[src/rtl/comb_pkg.sv]
// Shared types and helpers for the combinational-circuit blocks.
// Occupancy encoding and the one-hot decode function live here.
package comb_pkg;

  typedef enum logic [1:0] {
    OCC_EMPTY = 2'd0,
    OCC_ONE   = 2'd1,
    OCC_FULL  = 2'd2
  } occ_e;

  localparam int MAXW = 256;

  // Widest entry; err sits in bit 0 so users slice the low WIDTH+1 bits.
  typedef struct packed {
    logic [MAXW-1:0] vec;
    logic            err;
  } dec_entry_t;

  function automatic dec_entry_t onehot_f(
    input logic [31:0] code,
    input logic        en,
    input int unsigned width
  );
    dec_entry_t r;
    r = '0;
    if (en) begin
      if (code < width) r.vec = MAXW'(1) << code;
      else r.err = 1'b1;
    end
    return r;
  endfunction

endpackage

[src/rtl/skid_buf2.sv]
// Generic 2-entry valid/ready skid buffer.
// in_ready is registered; the main entry always drives out_data.
module skid_buf2
  import comb_pkg::*;
#(
  parameter int DW = 8
) (
  input  logic          clk,
  input  logic          rst_n,
  input  logic          in_valid,
  output logic          in_ready,
  input  logic [DW-1:0] in_data,
  output logic          out_valid,
  input  logic          out_ready,
  output logic [DW-1:0] out_data
);

  occ_e          occ_q, occ_d;
  logic [DW-1:0] main_q, main_d;
  logic [DW-1:0] skid_q, skid_d;
  logic          rdy_q, rdy_d;
  logic          push, pop;

  assign push = in_valid & rdy_q;
  assign pop  = (occ_q != OCC_EMPTY) & out_ready;

  always_comb begin
    occ_d  = occ_q;
    main_d = main_q;
    skid_d = skid_q;
    unique case (occ_q)
      OCC_EMPTY: begin
        if (push) begin
          main_d = in_data;
          occ_d  = OCC_ONE;
        end
      end
      OCC_ONE: begin
        if (push && pop) begin
          main_d = in_data;
        end else if (push) begin
          skid_d = in_data;
          occ_d  = OCC_FULL;
        end else if (pop) begin
          occ_d  = OCC_EMPTY;
        end
      end
      OCC_FULL: begin
        if (pop) begin
          main_d = skid_q;
          occ_d  = OCC_ONE;
        end
      end
      default: occ_d = OCC_EMPTY;
    endcase
    rdy_d = (occ_d != OCC_FULL);
  end

  always_ff @(posedge clk or negedge rst_n) begin
    if (!rst_n) begin
      occ_q  <= OCC_EMPTY;
      main_q <= '0;
      skid_q <= '0;
      rdy_q  <= 1'b1;
    end else begin
      occ_q  <= occ_d;
      main_q <= main_d;
      skid_q <= skid_d;
      rdy_q  <= rdy_d;
    end
  end

  assign in_ready  = rdy_q;
  assign out_valid = (occ_q != OCC_EMPTY);
  assign out_data  = main_q;

endmodule

[src/rtl/onehot_decoder_pipe.sv]
// Registered binary-to-one-hot decoder with skid-buffered handshakes.
// Out-of-range codes are flagged and counted at accept.
module onehot_decoder_pipe
  import comb_pkg::*;
#(
  parameter int WIDTH        = 8,
  parameter int OUT_BITS     = 3,
  parameter int ERR_CNT_BITS = 8
) (
  input  logic                    clk,
  input  logic                    rst_n,
  input  logic                    in_valid,
  output logic                    in_ready,
  input  logic [OUT_BITS-1:0]     in_code,
  input  logic                    in_en,
  output logic                    out_valid,
  input  logic                    out_ready,
  output logic [WIDTH-1:0]        out,
  output logic                    out_err,
  output logic [ERR_CNT_BITS-1:0] err_count
);

  localparam int EW = WIDTH + 1;

  typedef struct packed {
    logic [WIDTH-1:0] vec;
    logic             err;
  } dec_entry_t;

  dec_entry_t              dec_in, dec_out;
  logic                    push;
  logic [ERR_CNT_BITS-1:0] err_cnt_q, err_cnt_d;

  // Low bits of the wide entry line up with {vec[WIDTH-1:0], err}.
  assign dec_in = dec_entry_t'(EW'(onehot_f(32'(in_code), in_en, WIDTH)));

  skid_buf2 #(
    .DW(EW)
  ) u_skid (
    .clk      (clk),
    .rst_n    (rst_n),
    .in_valid (in_valid),
    .in_ready (in_ready),
    .in_data  (dec_in),
    .out_valid(out_valid),
    .out_ready(out_ready),
    .out_data (dec_out)
  );

  assign push = in_valid & in_ready;

  always_comb begin
    err_cnt_d = err_cnt_q;
    if (push && dec_in.err && (err_cnt_q != '1))
      err_cnt_d = err_cnt_q + ERR_CNT_BITS'(1);
  end

  always_ff @(posedge clk or negedge rst_n) begin
    if (!rst_n) err_cnt_q <= '0;
    else err_cnt_q <= err_cnt_d;
  end

  assign out       = dec_out.vec;
  assign out_err   = dec_out.err;
  assign err_count = err_cnt_q;

endmodule

[config.mk]
export PLATFORM = sky130hd
export DESIGN_NAME = onehot_decoder_pipe
export DESIGN_NICKNAME = d
export VERILOG_FILES = /design/src/rtl/comb_pkg.sv /design/src/rtl/skid_buf2.sv /design/src/rtl/onehot_decoder_pipe.sv
export SDC_FILE = /design/constraint.sdc
export NUM_CORES = 1
export LEC_CHECK = 0
export CAP_MARGIN = 5
export CORE_AREA = 2 2 43 61
export DETAILED_ROUTE_END_ITERATION = 10
export DIE_AREA = 0 0 45 63
export GPL_TIMING_DRIVEN = 1
export PLACE_DENSITY = 0.76
export SYNTH_ARGS = -nofsm -noshare
export SYNTH_HDL_FRONTEND = slang
export SYNTH_SLANG_ARGS = --single-unit
[constraint.sdc]
create_clock -name clk -period 1.9 [get_ports clk]
set_input_delay 0.475 -clock clk [delete_from_list [all_inputs] [get_ports clk]]
set_output_delay 0.475 -clock clk [all_outputs]
set_load 0.01 [all_outputs]
# [Yosys cells after proc, flatten, opt, wreduce, memory -nomap -nowiden]
# Cells that the tools add are included.
[totals] elab_cells=36 output_inout_bits=19 reg_bits=29 input_bits=8
[classes] n_bitwise=3 n_shift=1 addsub=1 mux=11 reduce_logical=8 eq_ne=7
[ops] op="$mux 9" count=4
[ops] op="$pmux 9 s3" count=1
[ops] op="$mux 2" count=5
[ops] op="$add 8x1->8 const B" count=1
[ops] op="$ne 8x8->1 const B" count=1
[ops] op="$shl 1x3->8 const A" count=1
[ops] op="$pmux 2 s3" count=1
[ops] op="$ne 2x1->1 const B" count=2
[ops] op="$ne 2x2->1 const B" count=2
[ops] op="$reduce_and 4->1" count=1
[ops] op="$logic_and 1x1->1" count=3
[ops] op="$reduce_and 3->1" count=1
[ops] op="$reduce_bool 3->1" count=1
[ops] op="$and 1x1->1" count=2
[ops] op="$eq 2x1->1 const B" count=1
[ops] op="$eq 2x2->1 const B" count=1
[ops] op="$logic_not 2->1" count=1
[ops] op="$reduce_bool 2->1" count=1
[ops] op="$not 1->1" count=1

# [Longest topological paths before layout]
[depth] depth_word=7 ltp_mapped=4 mapped_depth_nobuf=3

# [Modules after synthesis]
# A second synthesis with hierarchy kept.
[hier_totals] hier_cells=83 area_unflattened_um2=1133.6
[modules_own_cells] module="skid_buf2" area_each_um2=974.7 cells_per_inst=66 instances=1 seq_area_each_um2=526.8
[modules_own_cells] module="onehot_decoder_pipe" area_each_um2=158.9 cells_per_inst=17 instances=1 seq_area_each_um2=0.0

# [Worst setup path before layout]
# Ideal clock, no wire load.
[synth_path] path_kind="reg-to-reg" start="reg u_skid.rdy_q, in the netlist u_skid.in_ready" end="reg u_skid.skid_q[1]" synth_period_minus_slack_ps=1572 arrival_ps=1447 setup_ps=125 n_path_buf=0 path_stages_with_launch=4 slack_ps=328 t_required_ps=1775 cell_sequence="dfstp_2 nand2_1 nor3b_4 mux2_2"
[synth_between] elab_chain_cells=4
[synth_lines] element="start: declaration" line_no="skid_buf2.sv:21" text="logic rdy_q, rdy_d;"
[synth_lines] element="start signal: assignment" line_no="skid_buf2.sv:69" text="rdy_q <= rdy_d;"
[synth_lines] element="$and 1x1->1 *" line_no="skid_buf2.sv:24" text="assign push = in_valid & rdy_q;"
[synth_lines] element="$logic_and 1x1->1" line_no="skid_buf2.sv:39" text="if (push && pop) begin"
[synth_lines] element="$not 1->1 (no line)"
[synth_lines] element="$reduce_and 3->1 (no line) *"
[synth_lines] element="end signal: assignment" line_no="skid_buf2.sv:68" text="skid_q <= skid_d;"
[synth_lines] element="end: declaration" line_no="skid_buf2.sv:20" text="logic [DW-1:0] skid_q, skid_d;"
# Mark *: on every way between the ends. The rest lies on a longest branch, timed or not.
# A chain may end at the register's enable or synchronous reset.

# [Final worst setup path]
[layout_path] start="reg u_skid.rdy_q, in the netlist u_skid.in_ready" end="out in_ready"
[layout_lines] element="end: declaration" line_no="onehot_decoder_pipe.sv:13" text="output logic in_ready,"
# No word-level cell between the ends.

==> metrics.cfg <==
[outcome]
status = complete, no violations

[die]
core_area_mm2 = 0.002312
fp.dieW_um = 45
dieArea_mm2 = 0.002835
io_pins = 27
start_util_pct = 45.94
die-height_um = 63
fp-row-count = 21

[clock_network]
cts_max_level = 1
cts_setup_buffers = 0
clkLatencyLatePin_ns = 0.29
clock_sinks = 19
cts-root-buf = clkbuf_4
ctsResizeCount = 1
clk_pin_slew_ns = 0.10
clk_path_buf_depth = 2
hold_buffers = 0
cts_tree = done
numCtsBuffers = 3

[cells_and_area]
area_delta_synth_final_pct = 22.61
fin_area_mm2 = 0.001303
nFillCells = 196
drive_gt1_share_pct = 38.61
final_cells = 124
final_nets = 110
antenna_cells = 0

[logic_synthesis]
ys_top_cells_by_count = 18 x dfrtp_1, 15 x mux2_2, 9 x buf_4, 9 x mux2_4
yosys_most_used_dff = dfrtp_1
synth_cells = 75
synth.top_cells.by_area = dfrtp_1 42%, mux2_2 16%, mux2_4 13%
synth_edf_count = 0
yosysWarnings = 0
synthDistinctLibCells = 23
ys_async_sr_fraction_pct = 100.0
post-synth-top-count-cell = dfrtp_1
yosysTopAreaCell = dfrtp_1
yosysTopAreaCellShare_pct = 42.40
ys_seq_elements = 19
postSynthAreaPerCell_um2 = 14.16
ys_seq_area_share_pct = 44.88
syn_area_mm2 = 0.001062

[placed_design]
dp_hpwl_um = 1314
dpl-instance-area_mm2 = 0.001277
portBuffers = 17
pre_cts_slack_ns = -0.1688
gp_congestion = 0.7018
dp_cells = 120

[critical_path]
cp.required_ns = 1.42
slowest_stage = dfstp_2
path_delay_family = flip-flops
endpoint_kind = output pin
startpoint_type = register
cp.arrival_ns = 1.39
path_buf_inv = 1
r2r_setup_slack_ns = 0.27
worstPathCellList = clkdlybuf4s50_1
critical_path_class = reg -> out
critPathMaxFanout = 4
max_stage_delay_ns = 0.56

[worst_hold_path]
min_path_type = in -> async

[power_and_ir_drop]
p_leak_nw = 0.6368
p_per_area_mw_per_mm2 = 917.0
comb_power_share_pct = 38.5
switching_power_w = 0.0003568
intPower_w = 0.0008376
swShare_pct = 29.87
clkPwrFrac_pct = 16.5
irDropWorstVdd_mv = 0.5212
seq_power_share_pct = 45.1

[global_route]
grt_usage_pct = 13.96
grt_max_degree = 20
grt_overflow = 0
antenna_found_initial = 0
grt_pass1_wl_um = 2918
grt_pass1_vias = 686

[timing]
finalClockSkew_ns = 0.002832
setup_viol = 0
setup_tns_ns = 0
period_minus_slack_ns = 1.860
finalHoldViolCount = 0
fmax_mhz = 537.6
layout_setup_ws_ns = 0.03994
min_period_over_period_pct = 97.90
rsz0062_at_grt = false
slew_violations = 0

[routing]
drc = 0
wl_per_cell_um = 14.00
vias = 650
viasPerCell = 5.242
drtIter0Drc = 17
ant_nets = 0
drt-total-wl_um = 1736
drt_pass1_iterations = 4

[job]
cap_violations = 0

## registers in the layout (all words and copies together) (netlist names)
register         count
u_skid.out_data      8
u_skid.skid_q        8
u_skid.occ_q         2
u_skid.in_ready      1
## power groups by stage
stage	clock [W]	combinational, W	sequential, W
after floorplan	0	0.000281	0.000557
after global placement	0	0.000462	0.000542
after detailed placement	0	0.000471	0.000546
after CTS	0.000203	0.000464	0.000538
after global routing	0.000214	0.000491	0.000549
final	0.000196	0.000459	0.000538
## per-layer routing
metal | vias up | track usage (%) | share of wire [%]
li1 | 312 | - | -
met1 | 315 | 16.35 | 43
met2 | 17 | 23.39 | 51
met3 | 6 | 1.734 | 3.1
met4 | 0 | 7.721 | 3.1
met5 | - | 0 | 0
## per-stage QoR
step	hold slack, ns	utilization, %	power [W]
final	0.5042	56.33	0.001194
after global routing	0.5333	56.33	0.001254
after CTS	0.5124	56.33	0.001206
after detailed placement	0.4967	55.25	0.001018
after global placement	0.4902	55.25	0.001003
after floorplan	0.1794	-	0.0008379
## cells in the final DEF (no fill, tap or decap), drive strengths merged, types with 2 or more instances in the layout
cell type and count:
and4b 3, buf 7, clkbuf 4, clkdlybuf4s50 16
conb 9, dfrtp 18, mux2 24, nand4b 2
nor4bb 3
## path summary, 6_finish.rpt
path                                           startpoint                        endpoint  depth (start not counted)
max                             u_skid.in_ready$_DFF_PN1_                        in_ready                          1
min                                                 rst_n    u_skid.skid_q[6]$_DFFE_PN0P_                          2
max reg2reg                     u_skid.in_ready$_DFF_PN1_  u_skid.out_data[1]$_DFFE_PN0P_                          3
min reg2reg                u_skid.out_data[7]$_DFFE_PN0P_  u_skid.out_data[7]$_DFFE_PN0P_                          1
max in group asynchronous                           rst_n       u_skid.in_ready$_DFF_PN1_                          2
min in group clk           u_skid.out_data[7]$_DFFE_PN0P_  u_skid.out_data[7]$_DFFE_PN0P_                          1
## layout make-up
| type | count | area [um^2] | share of cell area [%] |
|---|---|---|---|
| well taps | 23 | 28.78 | 2.209 |
| inverters | 1 | 3.754 | 0.2882 |
| flip-flops and latches | 19 | 476.7 | 36.60 |
| repair buffers | 24 | 234.0 | 17.96 |
| clock buffers | 4 | 26.28 | 2.017 |
| multi-input cells | 53 | 533.0 | 40.92 |
## cell families after synthesis
group,Yosys count,synth area share [%]
other,1,0.3530
buffers and inverters,11,7.773
multiplexers,25,29.56
AND/OR/NAND/NOR,16,13.78
flip-flops,19,44.88
AO/OA/AOI/OAI,3,3.652
Note: power is estimated with default switching activity, not from simulation.
